### config.mk
export PLATFORM = sky130hd
export DESIGN_NAME = mc_control_fsm
export DESIGN_NICKNAME = d
export VERILOG_FILES = /design/src/rtl/mc_ctrl_pkg.sv /design/src/rtl/mc_wait_timer.sv /design/src/rtl/mc_control_fsm.sv
export SDC_FILE = /design/constraint.sdc
export NUM_CORES = 1
export LEC_CHECK = 0
export BUFFER_PORTS_ARGS = -buffer_cell sky130_fd_sc_hd__clkbuf_2
export CAP_MARGIN = 30
export CORE_MARGIN = 2
export CORE_UTILIZATION = 35
export CTS_CLUSTER_SIZE = 10
export DETAILED_ROUTE_END_ITERATION = 10
export GPL_ROUTABILITY_DRIVEN = 0
export PLACE_DENSITY = 0.53
export SYNTH_ARGS = -nofsm -noshare
export SYNTH_HDL_FRONTEND = slang
export SYNTH_SLANG_ARGS = --single-unit
### constraint.sdc
create_clock -name clk -period 5.2 [get_ports clk]
set_input_delay 1.04 -clock clk [delete_from_list [all_inputs] [get_ports clk]]
set_output_delay 1.04 -clock clk [all_outputs]
set_load 0.01 [all_outputs]
### src/rtl/mc_ctrl_pkg.sv
// Shared encodings for the multicycle RV32I control FSM: states, opcodes,
// datapath mux codes and mcause values.
package mc_ctrl_pkg;

    localparam logic [3:0] ST_FETCH    = 4'd0;
    localparam logic [3:0] ST_DECODE   = 4'd1;
    localparam logic [3:0] ST_MEM_ADDR = 4'd2;
    localparam logic [3:0] ST_MEM_RD   = 4'd3;
    localparam logic [3:0] ST_MEM_WB   = 4'd4;
    localparam logic [3:0] ST_MEM_WR   = 4'd5;
    localparam logic [3:0] ST_EXEC     = 4'd6;
    localparam logic [3:0] ST_ALU_WB   = 4'd7;
    localparam logic [3:0] ST_BR_CMP   = 4'd8;
    localparam logic [3:0] ST_BR_RES   = 4'd9;
    localparam logic [3:0] ST_JUMP     = 4'd10;
    localparam logic [3:0] ST_UPPER    = 4'd11;
    localparam logic [3:0] ST_FENCE    = 4'd12;
    localparam logic [3:0] ST_TRAP     = 4'd13;

    localparam logic [6:0] OPC_LOAD   = 7'b0000011;
    localparam logic [6:0] OPC_STORE  = 7'b0100011;
    localparam logic [6:0] OPC_OP_IMM = 7'b0010011;
    localparam logic [6:0] OPC_OP     = 7'b0110011;
    localparam logic [6:0] OPC_BRANCH = 7'b1100011;
    localparam logic [6:0] OPC_JAL    = 7'b1101111;
    localparam logic [6:0] OPC_JALR   = 7'b1100111;
    localparam logic [6:0] OPC_LUI    = 7'b0110111;
    localparam logic [6:0] OPC_AUIPC  = 7'b0010111;
    localparam logic [6:0] OPC_FENCE  = 7'b0001111;
    localparam logic [6:0] OPC_SYSTEM = 7'b1110011;

    localparam logic [1:0] PC_SEL_ALU  = 2'b00;
    localparam logic [1:0] PC_SEL_PC4  = 2'b01;
    localparam logic [1:0] PC_SEL_TRAP = 2'b10;

    localparam logic [1:0] WB_SEL_ALU = 2'b00;
    localparam logic [1:0] WB_SEL_MEM = 2'b01;
    localparam logic [1:0] WB_SEL_PC4 = 2'b10;

    localparam logic [1:0] ALU_OP_ADD   = 2'b00;
    localparam logic [1:0] ALU_OP_FUNCT = 2'b10;
    localparam logic [1:0] ALU_OP_PASSB = 2'b11;

    localparam logic [3:0] CAUSE_FETCH_FAULT = 4'd1;
    localparam logic [3:0] CAUSE_ILLEGAL     = 4'd2;
    localparam logic [3:0] CAUSE_BREAKPOINT  = 4'd3;
    localparam logic [3:0] CAUSE_LOAD_FAULT  = 4'd5;
    localparam logic [3:0] CAUSE_STORE_FAULT = 4'd7;
    localparam logic [3:0] CAUSE_ECALL_M     = 4'd11;

    // States that hold a memory request open and can therefore time out.
    function automatic logic isWaitState(input logic [3:0] s);
        return (s == ST_FETCH) || (s == ST_MEM_RD) || (s == ST_MEM_WR);
    endfunction

endpackage

### src/rtl/mc_wait_timer.sv
// Memory wait counter: counts cycles a request has been pending without ready
// and flags the cycle in which the timeout limit is hit.
module mc_wait_timer #(
    parameter int TIMEOUT_CYC = 16
) (
    input  logic clk,
    input  logic rst,
    input  logic active,
    input  logic ready,
    input  logic clear,
    output logic timeout
);
    localparam logic [7:0] LIMIT = 8'(TIMEOUT_CYC - 1);

    logic [7:0] waitCnt;

    always_ff @(posedge clk) begin
        if (rst || clear) begin
            waitCnt <= 8'd0;
        end else if (active && !ready) begin
            waitCnt <= waitCnt + 8'd1;
        end
    end

    // A ready arriving in the limit cycle wins over the timeout.
    assign timeout = active && !ready && (waitCnt == LIMIT);

endmodule

### src/rtl/mc_control_fsm.sv
// Multicycle RV32I control FSM with memory handshakes, bus timeout and traps.
// Optional performance counters are enabled by defining MC_CTRL_PERF_EN.
//   state    | meaning
//   FETCH    | imem request, latch IR on ready
//   DECODE   | dispatch on opcode
//   MEM_ADDR | effective address; MEM_RD/MEM_WB load, MEM_WR store
//   EXEC     | ALU op, ALU_WB writes back; BR_CMP/BR_RES branch
//   JUMP     | JAL/JALR link and redirect; UPPER LUI/AUIPC; FENCE no-op
//   TRAP     | redirect to trap vector, latch mcause
module mc_control_fsm #(
    parameter int TIMEOUT_CYC = 16,
    parameter int CNT_W = 32
) (
    input  logic       clk,
    input  logic       rst,
    input  logic [6:0] opcode,
    input  logic [2:0] funct3,
    input  logic       sys_imm0,
    input  logic       branch_taken,
    output logic       imem_req,
    input  logic       imem_ready,
    output logic       ir_write,
    output logic       dmem_req,
    output logic       dmem_we,
    input  logic       dmem_ready,
    output logic       pc_write,
    output logic [1:0] pc_sel,
    output logic       reg_write,
    output logic [1:0] wb_sel,
    output logic       alu_src_a,
    output logic       alu_src_b,
    output logic [1:0] alu_op,
    output logic [2:0] branch_op,
    output logic       trap,
    output logic [3:0] trap_cause,
    output logic [3:0] state,
    output logic       instr_retired
`ifdef MC_CTRL_PERF_EN
   ,output logic [CNT_W-1:0] cycle_cnt,
    output logic [CNT_W-1:0] instret_cnt
`endif
);
    import mc_ctrl_pkg::*;

    if (TIMEOUT_CYC < 2 || TIMEOUT_CYC > 255 || CNT_W < 1) begin : g_bad_param
        $error("mc_control_fsm: TIMEOUT_CYC must be 2..255 and CNT_W at least 1");
    end

    logic [3:0] stateQ, stateNext;
    logic [3:0] trapCauseQ, causeNext;
    logic       waitReady, waitTimeout;

    assign waitReady = (stateQ == ST_FETCH) ? imem_ready : dmem_ready;

    mc_wait_timer #(.TIMEOUT_CYC(TIMEOUT_CYC)) u_wait_timer (
        .clk     (clk),
        .rst     (rst),
        .active  (isWaitState(stateQ)),
        .ready   (waitReady),
        .clear   (stateNext != stateQ),
        .timeout (waitTimeout)
    );

    always_ff @(posedge clk) begin
        if (rst) begin
            stateQ     <= ST_FETCH;
            trapCauseQ <= 4'd0;
        end else begin
            stateQ <= stateNext;
            if (stateNext == ST_TRAP) begin
                trapCauseQ <= causeNext;
            end
        end
    end

    assign state      = stateQ;
    assign trap_cause = rst ? 4'd0 : trapCauseQ;

    always_comb begin
        imem_req      = 1'b0;
        ir_write      = 1'b0;
        dmem_req      = 1'b0;
        dmem_we       = 1'b0;
        pc_write      = 1'b0;
        pc_sel        = PC_SEL_ALU;
        reg_write     = 1'b0;
        wb_sel        = WB_SEL_ALU;
        alu_src_a     = 1'b0;
        alu_src_b     = 1'b0;
        alu_op        = ALU_OP_ADD;
        branch_op     = 3'b000;
        trap          = 1'b0;
        instr_retired = 1'b0;
        stateNext     = ST_FETCH;
        causeNext     = trapCauseQ;
        if (!rst) begin
            case (stateQ)
                ST_FETCH: begin
                    imem_req = 1'b1;
                    if (imem_ready) begin
                        ir_write  = 1'b1;
                        stateNext = ST_DECODE;
                    end else if (waitTimeout) begin
                        stateNext = ST_TRAP;
                        causeNext = CAUSE_FETCH_FAULT;
                    end else begin
                        stateNext = ST_FETCH;
                    end
                end
                ST_DECODE: begin
                    case (opcode)
                        OPC_LOAD, OPC_STORE: stateNext = ST_MEM_ADDR;
                        OPC_OP, OPC_OP_IMM:  stateNext = ST_EXEC;
                        OPC_BRANCH:          stateNext = ST_BR_CMP;
                        OPC_JAL, OPC_JALR:   stateNext = ST_JUMP;
                        OPC_LUI, OPC_AUIPC:  stateNext = ST_UPPER;
                        OPC_FENCE:           stateNext = ST_FENCE;
                        OPC_SYSTEM: begin
                            stateNext = ST_TRAP;
                            if (funct3 == 3'b000) begin
                                causeNext = sys_imm0 ? CAUSE_BREAKPOINT : CAUSE_ECALL_M;
                            end else begin
                                causeNext = CAUSE_ILLEGAL;
                            end
                        end
                        default: begin
                            stateNext = ST_TRAP;
                            causeNext = CAUSE_ILLEGAL;
                        end
                    endcase
                end
                ST_MEM_ADDR: begin
                    alu_src_a = 1'b1;
                    alu_src_b = 1'b1;
                    stateNext = (opcode == OPC_STORE) ? ST_MEM_WR : ST_MEM_RD;
                end
                ST_MEM_RD: begin
                    dmem_req = 1'b1;
                    if (dmem_ready) begin
                        stateNext = ST_MEM_WB;
                    end else if (waitTimeout) begin
                        stateNext = ST_TRAP;
                        causeNext = CAUSE_LOAD_FAULT;
                    end else begin
                        stateNext = ST_MEM_RD;
                    end
                end
                ST_MEM_WB: begin
                    reg_write     = 1'b1;
                    wb_sel        = WB_SEL_MEM;
                    pc_write      = 1'b1;
                    pc_sel        = PC_SEL_PC4;
                    instr_retired = 1'b1;
                end
                ST_MEM_WR: begin
                    dmem_req = 1'b1;
                    dmem_we  = 1'b1;
                    if (dmem_ready) begin
                        pc_write      = 1'b1;
                        pc_sel        = PC_SEL_PC4;
                        instr_retired = 1'b1;
                    end else if (waitTimeout) begin
                        stateNext = ST_TRAP;
                        causeNext = CAUSE_STORE_FAULT;
                    end else begin
                        stateNext = ST_MEM_WR;
                    end
                end
                ST_EXEC: begin
                    alu_src_a = 1'b1;
                    alu_src_b = (opcode == OPC_OP_IMM);
                    alu_op    = ALU_OP_FUNCT;
                    stateNext = ST_ALU_WB;
                end
                ST_ALU_WB: begin
                    reg_write     = 1'b1;
                    wb_sel        = WB_SEL_ALU;
                    pc_write      = 1'b1;
                    pc_sel        = PC_SEL_PC4;
                    instr_retired = 1'b1;
                end
                ST_BR_CMP: begin
                    branch_op = funct3;
                    alu_src_b = 1'b1;
                    stateNext = ST_BR_RES;
                end
                ST_BR_RES: begin
                    branch_op     = funct3;
                    pc_write      = 1'b1;
                    pc_sel        = branch_taken ? PC_SEL_ALU : PC_SEL_PC4;
                    instr_retired = 1'b1;
                end
                ST_JUMP: begin
                    reg_write     = 1'b1;
                    wb_sel        = WB_SEL_PC4;
                    alu_src_a     = (opcode == OPC_JALR);
                    alu_src_b     = 1'b1;
                    pc_write      = 1'b1;
                    pc_sel        = PC_SEL_ALU;
                    instr_retired = 1'b1;
                end
                ST_UPPER: begin
                    alu_src_b = 1'b1;
                    alu_op    = (opcode == OPC_LUI) ? ALU_OP_PASSB : ALU_OP_ADD;
                    stateNext = ST_ALU_WB;
                end
                ST_FENCE: begin
                    pc_write      = 1'b1;
                    pc_sel        = PC_SEL_PC4;
                    instr_retired = 1'b1;
                end
                ST_TRAP: begin
                    trap     = 1'b1;
                    pc_write = 1'b1;
                    pc_sel   = PC_SEL_TRAP;
                end
                default: stateNext = ST_FETCH;
            endcase
        end
    end

`ifdef MC_CTRL_PERF_EN
    always_ff @(posedge clk) begin
        if (rst) begin
            cycle_cnt   <= '0;
            instret_cnt <= '0;
        end else begin
            cycle_cnt <= cycle_cnt + CNT_W'(1);
            if (instr_retired) begin
                instret_cnt <= instret_cnt + CNT_W'(1);
            end
        end
    end
`endif

endmodule

==> results.cfg, run 1 <==
[setup_path]
rrSetupSlack_ns = 2.22
critPathRequiredTime_ns = 4.16
r2r-end = u_wait_timer.waitCnt[0]
critPathKind = flip-flop to output port
cp.arrival_ns = 2.37
reg2reg_depth = 6
start_kind = flip-flop
endpoint_kind = output port
r2r_start = state[2]
critPathMaxFanout = 26

[timing]
rsz0062_at_grt = false
worst_pin_slew_ns = 0.927
finalClockSkew_ns = 0.00254
max-slew-margin-rel_pct = 38.1
fmax_mhz = 293
fin_crit_sh_pct = 65.5
setup_ws_ns = 1.79
finalCriticalPeriod_ns = 3.41
setup_tns_ns = 0
hold_ws_ns = 0.513
setup_viol = 0
maxSlewViolCount = 0
finalHoldViolCount = 0

[finish]
syn2layout_area_growth_pct = 17.7
fin_area_um2 = 2010
fin_cells = 335
fin_nets = 286
final_layout_size_suffix_gt1_share_pct = 23.9
antenna_cells = 0
final_core_util_pct = 42.5

[die]
fp.dieH_um = 73.9
start_util_pct = 36.2
core_area_um2 = 4720
die-area_um2 = 5450
rows = 25
boundaryPins = 43
die_width_um = 73.9

[clock_tree]
cts-root-buf = clkbuf_8
holdBufCountCts = 0
clock_sinks = 16
tritoncts = yes
numCtsBuffers = 3
cts.clk_slew.worst_paths_ns = 0.07
cts_max_path_buffers = 2
postCtsSetupBuffers = 0
clk_latency_ns = 0.26
post_cts_resized = 0
htreeDepth = 1

[drt]
vias = 1909
routed_wl_mm = 5.07
first_pass_iters = 5
drcViolationCount = 0
drt.antenna.violating_nets = 0
via_per_inst = 5.70
avgRoutedWirePerCell_um = 15.1
drt-initial-drc-count = 190

[yosys]
seq_area_frac_synth_pct = 18.8
ys_seq_elements = 16
syn_inst = 236
yosys_warnings = 0
ys_async_sr_fraction_pct = 0
synth_edf_count = 0
synthFlopType = dfxtp_1
syn_nets = 253
synth.distinct_cells = 61
syn_area_um2 = 1710
syn_avg_cell_area_um2 = 7.24

[run_status]
outcome = complete, no violations

[hold_path]
whs_endpoint = trapCauseQ[0]
holdPathStages = 2
min_path_type = flip-flop to flip-flop
hold_path_startpoint = trapCauseQ[0]

[place]
portBuffers = 42
post_dp_cell_area_um2 = 1950
place_ws_ns = 1.95
hpwl_mm = 3.65
placed_cells = 331

[global_route]
grt_start_max_net_pins = 29
grt_overflow_total = 0
antenna_found_initial = 0
grt_pass1_vias = 1651
grt_use_total_pct = 19.2
grt_pass1_wl_mm = 8.33

[power_and_ir_drop]
power.density_nw_per_um2 = 360
ir_worst_vdd_mv = 0.181
total_power_mw = 0.723
cellLeakagePower_nw = 0.832

[job]
maxCapViolCount = 0
kinds of logic (layout without fill, tap and decap cells):
kind of cell               after synthesis  count (layout)  share of synthesized area (%)
AOI/OAI and AO/OA                       54              54                           22.3
xor gates and xnor gates                 9               9                           4.62
adders and majority gates                1               1                          0.732
buffers and inverters                   25              57                           5.93
DFF                                     16              16                           18.8
muxes                                    3               3                           1.90
and+or+nand+nor                        128             128                           45.8
state kept, by name, summed over array words and instances, names as in the netlist:
register and cells:
u_wait_timer.waitCnt 8, state 4, trapCauseQ 4
worst max-delay path: stages, from the launching register on:
cell,delay (ns)
dfxtp_1,0.93
nand2b_1,0.27
nor2_1,0.21
a21oi_1,0.06
a221oi_1,0.35
or2_2,0.17
clkbuf_2,0.12
cell usage after synthesis, types with 7 or more instances:
cell type	n	area share, %
nor2_1	22	4.8
nand2_1	16	3.5
nor4_1	16	5.9
clkbuf_1	9	2.0
dfxtp_1	16	19
xor2_1	9	4.6
inv_1	7	1.5
nand3_1	11	3.2
o21ai_0	7	2.1
nor3_1	8	2.3
a21oi_1	16	4.7
nor2b_1	11	4.0
power breakdown:
group / internal (mW) / switching [mW]
Sequential: 0.138 / 0.0450
Clock: 0.0673 / 0.0474
Combinational: 0.160 / 0.266
Total: 0.365 / 0.359
how the worst max path moves through the flow:
stage                  start        end  slack, ns  cells past startpoint
floorplan                rst  pc_sel[0]       2.11                      4
global placement         rst  pc_sel[0]       1.97                      5
detailed placement       rst  pc_sel[0]       1.95                      5
CTS                 state[2]   pc_write       1.83                      6
global route        state[2]   pc_write       1.62                      6
finish              state[2]   pc_write       1.79                      6
cell usage in the layout (no fill, tap or decap), drive strengths merged, types with 3 or more instances in the layout:
master,instances
nor2,22
nor4,16
and3,3
xor2,9
o21ai,8
nor4b,4
nor2b,11
nand2b,5
nand3,11
or2,3
nor3,9
nand2,16
or3,3
o21bai,3
dfxtp,16
inv,7
a211oi,4
buf,4
a21oi,16
nor3b,5
clkbuf,46
and2,6
cell type report:
cell class,count,area (µm²)
Multi-Input combinational cell,195,1290
Tap cell,67,83.8
Timing Repair Buffer,46,238
Clock buffer,4,55.1
Fill cell,517,2710
Inverter,7,26.3
Sequential cell,16,320
metal layers:
metal / part of all wire [%] / vias to the layer above / global-route usage, % / routed length (µm)
li1: - / 948 / - / -
met4: 1.1 / 0 / 5.25 / 57
met2: 43 / 67 / 26.5 / 2170
met1: 51 / 886 / 30.3 / 2570
met5: 0 / - / 0 / 0
met3: 5.3 / 8 / 2.61 / 270
(Power assumes the default switching activity.)
==> run 2: changes to the inputs <==
ABC_AREA = 1   (was unset)
PLACE_DENSITY = 0.57   (was 0.53)
clock period = 2.9 ns   (was 5.2 ns; I/O delays follow)
==> results.cfg, run 2 <==
[yosys]
synth_top_area_cell = dfxtp_1
synthFlopType = dfxtp_1
yosys_warnings = 0
synth_compound_area_share_pct = 7.22
ys_seq_elements = 16
ys_async_sr_fraction_pct = 0
synthTopCellsByCount = 60 x nand2_1, 46 x nor2_1, 36 x inv_1, 17 x nand3_1, 16 x dfxtp_1
muxShareOfSynthArea_pct = 0.680
synth_top_family_by_area = simple AND/OR/NAND/NOR gates
syn_avg_cell_area_um2 = 5.80
syn_nets = 271
yosys.area_share.simple_pct = 53.4
synthTopCellsByArea = dfxtp_1 22%, nand2_1 15%, nor2_1 12%
syn_inst = 254
syn_area_um2 = 1470
synth_edf_count = 0
seq_area_frac_synth_pct = 21.8
yosysMostFrequentCell = nand2_1
synth.distinct_cells = 33
yosys.area_share.adder_pct = 0.850
synthXorXnorAreaFrac_pct = 4.16
yosysTopAreaCellShare_pct = 21.8

[timing]
fin_crit_sh_pct = 84.6
setup_viol = 0
rsz0062_at_grt = false
finalClockSkew_ns = 0.00170
maxSlewViolCount = 0
fmax_mhz = 407
setup_tns_ns = 0
max-slew-margin-rel_pct = 66.1
worst_pin_slew_ns = 0.505
setup_ws_ns = 0.445
finalCriticalPeriod_ns = 2.45
finalHoldViolCount = 0

[setup_path]
cp.arrival_ns = 1.87
r2r-end = u_wait_timer.waitCnt[0]
cp-startpoint = state[2]
reg2reg_depth = 15
r2r_start = state[3]
endpoint_kind = output port
cpPeakStageDelay_ns = 0.50
crit_end = pc_write
rrSetupSlack_ns = 0.85
worstPathCellList = nor2_2, inv_2, nor2_1, inv_1, nand2_1, a211oi_1, a21oi_1, or2_2, clkbuf_2
critPathMaxFanout = 7
critPathKind = flip-flop to output port
cp_slowest_cell = dfxtp_1
critPathRequiredTime_ns = 2.32
start_kind = flip-flop

[die]
start_util_pct = 36.6
core_area_um2 = 4030
die_width_um = 68.9
fp.dieH_um = 68.9
rows = 23
boundaryPins = 43
die-area_um2 = 4740

[finish]
largest_reg_flops = 8
largest_register = u_wait_timer.waitCnt
fin_cells = 347
syn2layout_area_growth_pct = 21.5
final_layout_size_suffix_gt1_share_pct = 27.6
final_core_util_pct = 44.4
antenna_cells = 0
final_common_cell = nand2_1
fill_cells = 471
layout_common_cells = 60 x nand2_1, 46 x nor2_1, 42 x clkbuf_2
fin_nets = 315

[clock_tree]
holdBufCountCts = 0
cts_max_path_buffers = 2
htreeDepth = 1
postCtsSetupBuffers = 0
clk_latency_ns = 0.25
post_cts_resized = 0
numCtsBuffers = 3
tritoncts = yes
cts.clk_slew.worst_paths_ns = 0.07
clock_sinks = 16
cts-root-buf = clkbuf_8

[run_status]
outcome = complete, no violations

[place]
place_ws_ns = 0.633
hpwl_mm = 3.18
placed_cells = 343
portBuffers = 42

[hold_path]
min_path_type = flip-flop to flip-flop

[drt]
vias = 1613
drt.antenna.violating_nets = 0
avgRoutedWirePerCell_um = 11.1
drt-initial-drc-count = 43
drcViolationCount = 0
routed_wl_mm = 3.85
first_pass_iters = 4
via_per_inst = 4.65

[power_and_ir_drop]
ir_worst_vdd_mv = 0.264
power.density_nw_per_um2 = 628
cellLeakagePower_nw = 0.959
total_power_mw = 1.12

[global_route]
grt_pass1_vias = 1473
antenna_found_initial = 0
grt_overflow_total = 0
grt_pass1_wl_mm = 6.34
grt_start_max_net_pins = 20
grt_use_total_pct = 17.5

[job]
maxCapViolCount = 0
-- run 2: cell type report --
cell class,instances,area (µm²),area share (%)
Sequential cell,16,320,17.9
Timing Repair Buffer,42,210,11.7
Multi-Input combinational cell,191,976,54.5
Tap cell,50,62.6,3.50
Clock buffer,4,55.1,3.08
Inverter,44,165,9.23
-- run 2: per-stage QoR --
step                cell area, µm²  hold slack, ns
floorplan                     1470           0.431
global placement              1730           0.446
detailed placement            1730           0.465
CTS                           1790           0.474
global route                  1790           0.500
finish                        1790           0.465
-- run 2: worst max-delay path: cells and delay by family (launching register included) --
family / cells / cell delay (ns)
AO/OA/AOI/OAI: 2 / 0.28
buffers and inverters: 3 / 0.31
AND/OR/NAND/NOR: 4 / 0.51
flip-flops: 1 / 0.50
-- run 2: cell families (layout without fill, tap and decap cells) --
family | count (synthesis) | count (layout)
flip-flops | 16 | 16
adder cells (fa/ha/maj) | 1 | 1
buffers and inverters | 47 | 90
AO/OA/AOI/OAI | 17 | 17
AND/OR/NAND/NOR | 165 | 165
multiplexers | 1 | 1
XOR/XNOR | 7 | 7
-- run 2: power breakdown --
| part | switching [mW] | total (mW) | internal [mW] |
|---|---|---|---|
| combinational | 0.421 | 0.624 | 0.203 |
| clock | 0.0831 | 0.204 | 0.121 |
| sequential | 0.0425 | 0.296 | 0.254 |
| total | 0.547 | 1.12 | 0.578 |
-- run 2: worst min path at each step --
| stage | from | end | slack (ns) | cells after the start |
|---|---|---|---|---|
| CTS | trapCauseQ[1] | trapCauseQ[1] | 0.47 | 2 |
| detailed placement | trapCauseQ[1] | trapCauseQ[1] | 0.47 | 2 |
| finish | trapCauseQ[1] | trapCauseQ[1] | 0.47 | 2 |
| global placement | trapCauseQ[1] | trapCauseQ[1] | 0.45 | 2 |
| floorplan | trapCauseQ[1] | trapCauseQ[1] | 0.43 | 2 |
| global route | trapCauseQ[1] | trapCauseQ[1] | 0.50 | 2 |
-- run 2: per-layer routing --
metal | vias up | GRT usage [%] | wire, µm
met5 | - | 0 | 0
met4 | 0 | 3.68 | 27
met3 | 2 | 2.92 | 99
met2 | 22 | 29.0 | 1740
met1 | 705 | 24.0 | 1980
li1 | 884 | - | -
